**config.mk**
```make
export PLATFORM = sky130hd
export DESIGN_NAME = i2s_tx_master
export DESIGN_NICKNAME = d
export VERILOG_FILES = /design/src/rtl/i2s_tx_master.sv
export SDC_FILE = /design/constraint.sdc
export NUM_CORES = 1
export LEC_CHECK = 0
export CAP_MARGIN = 20
export CORE_MARGIN = 2
export CORE_UTILIZATION = 55
export DETAILED_ROUTE_END_ITERATION = 8
export PLACE_DENSITY = 0.9
export SETUP_SLACK_MARGIN = 0.2
export SYNTH_ARGS = -nofsm -noshare
export SYNTH_HDL_FRONTEND = slang
export SYNTH_SLANG_ARGS = --single-unit
export TNS_END_PERCENT = 1
```
**constraint.sdc**
```tcl
create_clock -name CLOCK_50 -period 3.1 [get_ports CLOCK_50]
set_input_delay 0.775 -clock CLOCK_50 [delete_from_list [all_inputs] [get_ports CLOCK_50]]
set_output_delay 0.775 -clock CLOCK_50 [all_outputs]
set_load 0.005 [all_outputs]
```
**src/rtl/i2s_tx_master.sv**
```systemverilog
// i2s_tx_master
//   I2S (Philips format) master transmitter for a DAC or amplifier. It
//   derives SCK and WS from CLOCK_50 and shifts out one stereo pair per
//   frame, MSB first, one SCK after each WS edge. Upstream logic loads pairs
//   through a valid/ready handshake into a single-frame holding register.
//
// Parameters
//   CLK_DIV   SCK half-period in CLOCK_50 cycles (>= 2)
//   SAMPLE_W  sample width in bits
//   SLOT_W    SCK periods per channel slot (>= SAMPLE_W + 1)
//
// Ports
//   CLOCK_50     in   system clock, rising edge
//   RESET        in   synchronous active-high reset
//   EN           in   1 = run the serial interface, 0 = hold it idle
//   S_DATA_L/R   in   left/right sample, two's complement
//   S_VALID      in   sample pair valid
//   S_READY      out  holding register empty
//   SCK          out  bit clock
//   WS           out  word select, 0 = left slot, 1 = right slot
//   SD           out  serial data, changes as SCK falls
//   FRAME_START  out  one-cycle pulse as each frame's left slot begins
//   UNDERFLOW    out  one-cycle pulse at frame start when no pair was held
//
// Build option
//   I2S_TX_HOLD_LAST_EN  when defined, an underflow frame repeats the last
//                        pair; otherwise it transmits silence.

module i2s_tx_master #(
  parameter int CLK_DIV  = 16,
  parameter int SAMPLE_W = 24,
  parameter int SLOT_W   = 32
) (
  input  logic                CLOCK_50,
  input  logic                RESET,
  input  logic                EN,
  input  logic [SAMPLE_W-1:0] S_DATA_L,
  input  logic [SAMPLE_W-1:0] S_DATA_R,
  input  logic                S_VALID,
  output logic                S_READY,
  output logic                SCK,
  output logic                WS,
  output logic                SD,
  output logic                FRAME_START,
  output logic                UNDERFLOW
);

  localparam int DIV_W = (CLK_DIV > 1) ? $clog2(CLK_DIV) : 1;
  localparam int BIT_W = $clog2(2 * SLOT_W);
  localparam int IDX_W = (SAMPLE_W > 1) ? $clog2(SAMPLE_W) : 1;

  localparam logic [DIV_W-1:0] DIV_LAST = DIV_W'(CLK_DIV - 1);
  localparam logic [BIT_W-1:0] BIT_LAST = BIT_W'(2 * SLOT_W - 1);
  localparam logic [BIT_W-1:0] SLOT_LEN = BIT_W'(SLOT_W);
  localparam logic [BIT_W-1:0] DATA_LEN = BIT_W'(SAMPLE_W);

  logic [DIV_W-1:0]    div_cnt;
  logic [BIT_W-1:0]    bit_cnt;
  logic                hold_full;
  logic [SAMPLE_W-1:0] hold_l, hold_r;
  logic [SAMPLE_W-1:0] frame_l, frame_r;

  logic                tick, fall, frame_start;
  logic [BIT_W-1:0]    bit_nxt, slot_bit;
  logic                right_nxt, sd_nxt;
  logic [SAMPLE_W-1:0] word;
  logic [IDX_W-1:0]    idx;

  // Everything below looks one fall event ahead: WS/SD are registered and
  // must present the bit that bit_cnt is about to move to.
  always_comb begin
    tick        = (div_cnt == DIV_LAST);
    fall        = tick && SCK;
    frame_start = fall && (bit_cnt == BIT_LAST);
    bit_nxt     = (bit_cnt == BIT_LAST) ? '0 : bit_cnt + BIT_W'(1);
    right_nxt   = (bit_nxt >= SLOT_LEN);
    slot_bit    = right_nxt ? bit_nxt - SLOT_LEN : bit_nxt;
    word        = right_nxt ? frame_r : frame_l;
    idx         = '0;
    sd_nxt      = 1'b0;
    // Slot bit 0 is the I2S one-clock delay; bits past the sample are padding.
    if (slot_bit >= BIT_W'(1) && slot_bit <= DATA_LEN) begin
      idx    = IDX_W'(SAMPLE_W - int'(slot_bit));
      sd_nxt = word[idx];
    end
  end

  assign S_READY = ~hold_full;

  always_ff @(posedge CLOCK_50) begin
    if (RESET) begin
      div_cnt     <= '0;
      bit_cnt     <= BIT_LAST;
      SCK         <= 1'b0;
      WS          <= 1'b0;
      SD          <= 1'b0;
      FRAME_START <= 1'b0;
      UNDERFLOW   <= 1'b0;
      hold_full   <= 1'b0;
      hold_l      <= '0;
      hold_r      <= '0;
      frame_l     <= '0;
      frame_r     <= '0;
    end else begin
      FRAME_START <= 1'b0;
      UNDERFLOW   <= 1'b0;

      // Accept and the frame-start drain are mutually exclusive: accept needs
      // the hold empty, the drain needs it full.
      if (S_VALID && !hold_full) begin
        hold_full <= 1'b1;
        hold_l    <= S_DATA_L;
        hold_r    <= S_DATA_R;
      end

      if (!EN) begin
        div_cnt <= '0;
        bit_cnt <= BIT_LAST;
        SCK     <= 1'b0;
        WS      <= 1'b0;
        SD      <= 1'b0;
      end else if (tick) begin
        div_cnt <= '0;
        SCK     <= ~SCK;
        if (fall) begin
          bit_cnt <= bit_nxt;
          WS      <= right_nxt;
          SD      <= sd_nxt;
        end
        if (frame_start) begin
          FRAME_START <= 1'b1;
          if (hold_full) begin
            frame_l   <= hold_l;
            frame_r   <= hold_r;
            hold_full <= 1'b0;
          end else begin
            UNDERFLOW <= 1'b1;
`ifdef I2S_TX_HOLD_LAST_EN
            frame_l <= frame_l;
            frame_r <= frame_r;
`else
            frame_l <= '0;
            frame_r <= '0;
`endif
          end
        end
      end else begin
        div_cnt <= div_cnt + DIV_W'(1);
      end
    end
  end

endmodule

```
Word-level counts from Yosys, hierarchy flattened. Cells that the tools add are included.

Word-level logic and storage cells: 53. Flip-flop bits (word level): 112. Output and inout bits: 6. Input port bits: 52.

Multiplexer cells: 15. Add/sub/neg operators: 4. Equal/unequal tests: 2. Reductions and logical operators: 11. Bitwise gates (word level): 5. Magnitude comparators: 4.

Operators by type and width (count): 24-bit two-way mux (3); 6-bit two-way mux (2); 1-bit two-way mux (9); 6-bit by 1-bit adder with 6-bit output, second input constant (1); 6-bit equality test, second input constant (1); 6-bit by 1-bit greater-or-equal comparator with 1-bit output, second input constant (1); 6-bit greater-or-equal comparator, second input constant (1); 6-bit by 5-bit <= comparator with 1-bit output, second input constant (1); 5-bit by 6-bit less-than comparator with 1-bit output, second input constant (1); 3-bit OR reduction (2); 6-bit subtractor, second input constant (1); 1-bit binary-select mux with 5-bit select (1); 1-bit NOT (5); 5-bit subtractor, first input constant (1); 4-bit by 1-bit adder with 4-bit output, second input constant (1); 4-bit equality test, second input constant (1); 1-bit logical AND (4); 4-bit OR reduction (1); 3-bit AND reduction (1); 2-bit AND reduction (1); 2-bit OR reduction (1); 1-bit logical NOT (1).

Logic depth before layout (Yosys ltp). Gate-level depths: netlist of the first run.

Depth in word-level cells: 8. Gate-level depth with buffers: 10.

Least setup slack after synthesis of the first run. Ideal clock, no wire load.

Kind: reg2reg. Start point: reg bit_cnt[1]. End point: reg SD. Stages on the path, launching flop included: 8. Path slack: 704 ps. Arrival time: 2279 ps. Data required time: 2983 ps. Cells stage by stage: dfxtp_1 -> ha_1 -> nand2_1 -> o21ai_2 -> mux4_2 -> a2111oi_0 -> o21ai_0 -> and4b_1.

Longest elaborated chain between the ends: 8. Elaborated cells between the ends (all ways): 14. Those cells by class: 3 x add/sub; 3 x order compare; 1 x eq/ne; 6 x mux; 1 x reduce/logical.

RTL lines: start: declaration (line 58) `logic [BIT_W-1:0] bit_cnt;`; start signal: assignment (line 126) `bit_cnt <= bit_nxt;`; 6-bit by 1-bit adder with 6-bit output / 6-bit equality test (equally long branches) (line 75) `bit_nxt = (bit_cnt == BIT_LAST) ? '0 : bit_cnt + BIT_W'(1);`; 6-bit two-way mux (*) (line 75); 6-bit subtractor / 6-bit greater-or-equal comparator (equally long branches) (line 77, 76); 6-bit two-way mux (line 77) `slot_bit = right_nxt ? bit_nxt - SLOT_LEN : bit_nxt;`; 5-bit subtractor (line 83) `idx = IDX_W'(SAMPLE_W - int'(slot_bit));`; 1-bit binary-select mux with 5-bit select (line 84) `sd_nxt = word[idx];`; 1-bit two-way mux (implied by the code) (line 84); 1-bit two-way mux (*) (line 82) `if (slot_bit >= BIT_W'(1) && slot_bit <= DATA_LEN) begin`; end signal: assignment (line 128) `SD <= sd_nxt;`; end: declaration (line 43) `output logic SD,`.

Every way passes the cells marked *; elsewhere a longest branch is shown, timed or not. The select of a mux whose other input is x is not followed. A chain may end at the register's enable or synchronous reset.

Worst setup path in the final report of the first run.
Start point: reg bit_cnt[2]. End point: reg SD.

Same word-level chain as after synthesis.

==> results of run 1 <==
## cells in the mapped netlist, drive strengths merged
library cell	count	area share, %
o2111ai	1	0.19
nor4	2	0.27
inv	7	0.57
o311ai	2	0.38
o211ai	3	0.49
nand4	3	0.41
a22oi	3	0.49
o2bb2ai	1	0.19
a211o	2	0.38
mux4	5	2.4
or3	1	0.14
a22o	29	5.5
nor3	4	0.54
a21oi	74	8.0
o31ai	1	0.16
a211oi	3	0.49
o2111a	1	0.24
nor2	14	1.3
a311oi	3	0.57
and2	1	0.14
o21ai	14	1.6
a2111o	1	0.24
clkbuf	29	2.4
dfxtp	112	49
a41oi	1	0.19
and4b	1	0.22
mux2i	6	1.3
nand4b	3	0.57
nand3	24	2.9
a311o	1	0.22
nand2b	1	0.14
o21a	1	0.16
nor2b	6	0.81
and3	10	1.4
nand2	132	11
a31oi	2	0.27
xor2	2	0.38
o22ai	1	0.14
or2	1	0.14
ha	4	1.1
buf	13	1.5
xnor2	8	1.5
a2111oi	3	0.60
## per-stage QoR
stage / hold WS, ns / cell area (µm²) / cells / util, % / setup slack [ns]
4_1_cts: 0.463 / 5470 / 686 / 66.9 / 0.453
3_3_place_gp: 0.444 / 5260 / 670 / 64.3 / 0.582
3_5_place_dp: 0.447 / 5260 / 670 / 64.3 / 0.485
2_1_floorplan: 0.428 / 4620 / 536 / - / 0.704
6_report: 0.459 / 5470 / 686 / 66.9 / 0.455
5_1_grt: 0.482 / 5470 / 686 / 66.9 / 0.298
## cells by family after synthesis
| group | synth area share (%) |
|---|---|
| compound gates | 20.5 |
| xor+xnor | 1.90 |
| fa+ha+maj | 1.08 |
| buf+inv | 4.39 |
| flops | 48.6 |
| mux | 3.74 |
| simple gates | 19.8 |
## power groups by stage
stage | clock, mW | combinational, mW | sequential (mW)
detailed placement | 0 | 0.186 | 1.53
global route | 0.967 | 0.207 | 1.50
CTS | 0.910 | 0.187 | 1.50
floorplan | 0 | 0.0958 | 1.53
global placement | 0 | 0.180 | 1.53
finish | 0.890 | 0.185 | 1.50
## worst register-to-register path, delay by kind of cell, from the launching register on
family / cells / cell delay, ns
mux: 1 / 0.36
simple gates: 3 / 0.66
compound gates: 3 / 0.89
flops: 1 / 0.65
## worst paths after layout
kind	endpoint	slack, ns	cells past startpoint
setup / recovery	SD	0.46	7
hold / removal	hold_l[0]	0.46	2
setup reg to reg	SD	0.46	7
hold reg to reg	hold_l[0]	0.46	2
## layout make-up
cell class / instances / share of cell area [%]
Multi-Input combinational cell: 375 / 39.9
Clock buffer: 9 / 2.26
Sequential cell: 112 / 41.0
Inverter: 7 / 0.480
Tap cell: 105 / 2.40
Timing Repair Buffer: 71 / 12.3
Clock inverter: 7 / 1.69
## layer usage
layer / up-vias / global-route usage [%] / share of wire, %
li1: 1957 / - / -
met1: 1851 / 32.0 / 46
met2: 114 / 38.5 / 47
met4: 0 / 9.17 / 2.0
met5: - / 0 / 0
met3: 19 / 6.48 / 4.9
## flip-flops by register name, summed over array words and instances (netlist names)
| register | flops |
|---|---|
| UNDERFLOW | 1 |
| bit_cnt | 6 |
| frame_r | 24 |
| SD | 1 |
| frame_l | 24 |
| hold_r | 24 |
| FRAME_START | 1 |
| hold_l | 24 |
| WS | 1 |
| div_cnt | 4 |
| hold_full | 1 |
| SCK | 1 |
==> flow_metrics.tcl, run 1 <==
set metrics [dict create \
    status "finished clean" \
    yosysWarningCount 0 \
    cp-startpoint "bit_cnt[2]" \
    max_stage_delay_ns 0.65 \
    cts_buffers 9 \
    clock-sinks 112 \
    p_leak_nw 2.07 \
    ctsHtreeMaxLevel 3 \
    worst_pin_slew_ns 0.679 \
    p_clk_share_pct 34.6 \
    cts_resized 0 \
    cts_setup_buffers 0 \
    grt_pass1_wl_um 17200 \
    wl_per_cell_um 15.3 \
    postSynthCellCount 536 \
    fillers 652 \
    start_kind "flop" \
    ys_seq_area_share_pct 48.6 \
    synth-seq-cells 112 \
    crit_buf_inv 0 \
    holdCritStartpoint "hold_l[0]" \
    min_period_over_period_pct 85.3 \
    drv_slew 0 \
    finalHoldViolCount 0 \
    hold_class "reg -> reg" \
    setup_viol 0 \
    globalplace.congestion 0.912 \
    dp_hpwl_um 7500 \
    grt_pass1_vias 3578 \
    cts_tree "built" \
    multi_input_area_um2 2180 \
    avgSynthCellArea_um2 8.61 \
    layout_common_cells "131 x nand2_1, 112 x dfxtp_1, 74 x a21oi_1" \
    maxCapViolCount 0 \
    drc_errors 0 \
    coreArea_um2 8180 \
    hold_buffers 0 \
    synth_area_um2 4620 \
    grt.overflow.total 0 \
    clk_pin_slew_worst_paths_ns 0.10 \
    final_common_cell "nand2_1" \
    grt_max_degree 70 \
    netSwitchingFraction_pct 26.1 \
    nets 632 \
    grt_usage_pct 24.4 \
    powerDensity_nw_per_um2 470 \
    diodes 0 \
    path_max_fanout 14 \
    setup_tns_ns 0 \
    path_cells "nand3_4, o21a_1, nor2_4, mux4_2, a2111oi_0, o21ai_0, and4b_1" \
    cts_root_buffer "clkbuf_8" \
    seqCellArea_um2 2240 \
    die-area_um2 9140 \
    drt-initial-drc-count 197 \
    crit_required_ns 3.38 \
    row_count 33 \
    grt_setup_unrepaired "no" \
    vias_per_cell 5.74 \
    drt-total-wl_um 10500 \
    end_kind "flop" \
    worstSetupPathType "reg -> reg" \
    die_w_um 95.6 \
    relSlewSlack_pct 54.7 \
    slowest_stage "dfxtp_1" \
    drive_above_1_share_pct 7.40 \
    power_switching_mw 0.673 \
    detail-route-antenna-nets 0 \
    critPathTopFamily "compound AO/OA/AOI/OAI gates" \
    vias 3941 \
    synth_cell_types 53 \
    antenna_found_initial 0 \
    arrival_ns 2.92 \
    regToRegStartpoint "bit_cnt[2]" \
    totalPowerFinal_mw 2.57 \
    die_y_um 95.6 \
    combPwrFrac_pct 7.2 \
    syn2layout_area_growth_pct 18.5 \
    synth_nets 592 \
    initial_utilization_pct 56.5 \
    max_freq_mhz 378 \
    dr.pass1.iters 4 \
    internal_power_mw 1.90 \
    clk_path_buf_depth 2 \
    seqPwrFrac_pct 58.2 \
    ir_drop_uv 417 \
    period_minus_slack_ns 2.64 \
    clock_skew_ns 0.0216 \
    portBuffers 57 \
    num_io_pins 58 \
    clk_latency_ns 0.39 \
]
Power figures use the tool's default switching activity.
==> run 2: changes to the inputs <==
--- a/config.mk
+++ b/config.mk
@@ -8,6 +8,7 @@
 export CAP_MARGIN = 20
 export CORE_MARGIN = 2
 export CORE_UTILIZATION = 55
+export CTS_BUF_LIST = sky130_fd_sc_hd__clkbuf_16
 export DETAILED_ROUTE_END_ITERATION = 8
 export PLACE_DENSITY = 0.9
 export SETUP_SLACK_MARGIN = 0.2
==> constraint.sdc (replaced) <==
create_clock -name CLOCK_50 -period 2.59 [get_ports CLOCK_50]
set_input_delay 0.6475 -clock CLOCK_50 [delete_from_list [all_inputs] [get_ports CLOCK_50]]
set_output_delay 0.6475 -clock CLOCK_50 [all_outputs]
set_load 0.005 [all_outputs]
==> flow_metrics.tcl, run 2 (synthesized netlist as in run 1, its figures left out) <==
set metrics [dict create \
    grt_use_met1_pct 31.7 \
    p_clk_share_pct 39.2 \
    coreArea_um2 8180 \
    finalHoldViolCount 0 \
    grt_max_degree 50 \
    end_kind "flop" \
    initial_utilization_pct 56.5 \
    period_minus_slack_ns 2.31 \
    row_count 33 \
    antenna_found_initial 0 \
    combPwrFrac_pct 7.0 \
    power_switching_mw 0.788 \
    hold_class "reg -> reg" \
    totalPowerFinal_mw 3.34 \
    clock_skew_ns 0.0104 \
    hold_end "frame_r[8]" \
    arrival_ns 2.59 \
    drt-total-wl_um 11500 \
    clk_latency_ns 0.35 \
    dpl_cell_area_um2 5360 \
    max_freq_mhz 433 \
    cts_tree "built" \
    worstReg2RegEnd "SD" \
    wl_per_cell_um 16.4 \
    globalplace.congestion 0.897 \
    drc_errors 0 \
    die-area_um2 9140 \
    dr.pass1.iters 5 \
    drv_slew 0 \
    dp_hpwl_um 7880 \
    slowest_stage "dfxtp_1" \
    place_ws_ns 0.151 \
    p_leak_nw 2.20 \
    vias_per_cell 5.85 \
    netSwitchingFraction_pct 23.6 \
    fin_area_um2 5780 \
    clock-sinks 112 \
    num_io_pins 58 \
    crit_required_ns 2.87 \
    setup_tns_ns 0 \
    status "finished clean" \
    grt_pass1_wl_um 18400 \
    regToRegStartpoint "bit_cnt[5]" \
    clk_pin_slew_worst_paths_ns 0.07 \
    busiest_layer "met2" \
    crit_buf_inv 0 \
    maxCapViolCount 0 \
    final_common_cell "nand2_1" \
    path_cells "nand2_1, or2_1, a311o_1, o2111a_1, a2111o_1, o311ai_2, and4b_1" \
    ir_drop_uv 321 \
    seqPwrFrac_pct 53.8 \
    cts_root_buffer "clkbuf_16" \
    relSlewSlack_pct 62.4 \
    drive_above_1_share_pct 11.8 \
    portBuffers 57 \
    die_y_um 95.6 \
    worstSetupPathType "reg -> reg" \
    setup_viol 0 \
    min_period_over_period_pct 89.3 \
    internal_power_mw 2.55 \
    use_met3_pct 4.98 \
    grt_setup_unrepaired "no" \
    grt_use_met2_pct 43.9 \
    cts_buffers 9 \
    drt-initial-drc-count 303 \
    powerDensity_nw_per_um2 577 \
    ff2ff_path_depth 7 \
    max_stage_delay_ns 0.49 \
    ff2ff_setup_slack_ns 0.28 \
    diodes 0 \
    fin_ws_ns 0.278 \
    grt_pass1_vias 3952 \
    layout_common_cells "130 x nand2_1, 110 x dfxtp_1, 74 x a21oi_1" \
    holdCritStartpoint "frame_r[8]" \
    nets 646 \
    critPathTopFamily "compound AO/OA/AOI/OAI gates" \
    start_kind "flop" \
    grt_usage_pct 26.0 \
    detail-route-antenna-nets 0 \
    die_w_um 95.6 \
    worst_pin_slew_ns 0.549 \
    vias 4096 \
    holdPathStages 2 \
    path_max_fanout 6 \
    clk_path_buf_depth 2 \
    grt.overflow.total 0 \
    syn2layout_area_growth_pct 25.3 \
    ctsHtreeMaxLevel 3 \
]
[run 2: layer usage]
layer	wire length (µm)	share of wire, %	vias to the layer above
met5	0	0	-
met4	327	2.9	0
met3	460	4.0	31
met2	5750	50	127
met1	4920	43	1955
li1	-	-	1983
[run 2: area by class of cell]
cell class	count	area, µm²
timing repair buffer	85	812
multi-input combinational	375	2290
clock buffer	9	225
fill	622	2390
tap	105	131
sequential	112	2240
clock inverter	7	55.1
inverter	7	26.3
[run 2: stage by stage]
| step | cells | utilization, % | hold slack (ns) |
|---|---|---|---|
| after global routing | 700 | 70.7 | 0.474 |
| after CTS | 698 | 69.4 | 0.457 |
| after detailed placement | 679 | 65.5 | 0.448 |
| after global placement | 679 | 65.5 | 0.445 |
| final | 700 | 70.7 | 0.456 |
| after floorplan | 536 | - | 0.428 |
[run 2: power by group through the flow]
stage / clock network (mW) / registers (mW) / logic (mW)
after floorplan: 0 / 1.83 / 0.115
after global placement: 0 / 1.83 / 0.222
after detailed placement: 0 / 1.84 / 0.231
after CTS: 1.33 / 1.80 / 0.233
after global routing: 1.40 / 1.80 / 0.256
final: 1.31 / 1.80 / 0.233
[run 2: how the worst max path moves through the flow]
stage                    start  slack (ns)  to  depth (start not counted)
floorplan           bit_cnt[1]        0.26  SD                          7
global placement    bit_cnt[2]        0.21  SD                          7
detailed placement  bit_cnt[2]        0.15  SD                          7
CTS                 bit_cnt[0]        0.20  SD                          8
global route        bit_cnt[0]        0.17  SD                          9
finish              bit_cnt[5]        0.28  SD                          7
[run 2: worst min-delay path, delay by kind of cell, from the launching register on]
family | cells | cell delay, ns
AND/OR/NAND/NOR | 1 | 0.05
AO/OA/AOI/OAI | 1 | 0.05
flip-flops | 1 | 0.31
[run 2: what timing repair did]
action                                  CTS  global route
pin swaps                                 1             4
endpoints found under the setup margin    1             1
hold buffers                              0             0
buffers inserted                          3             2
resized for setup                         3            22
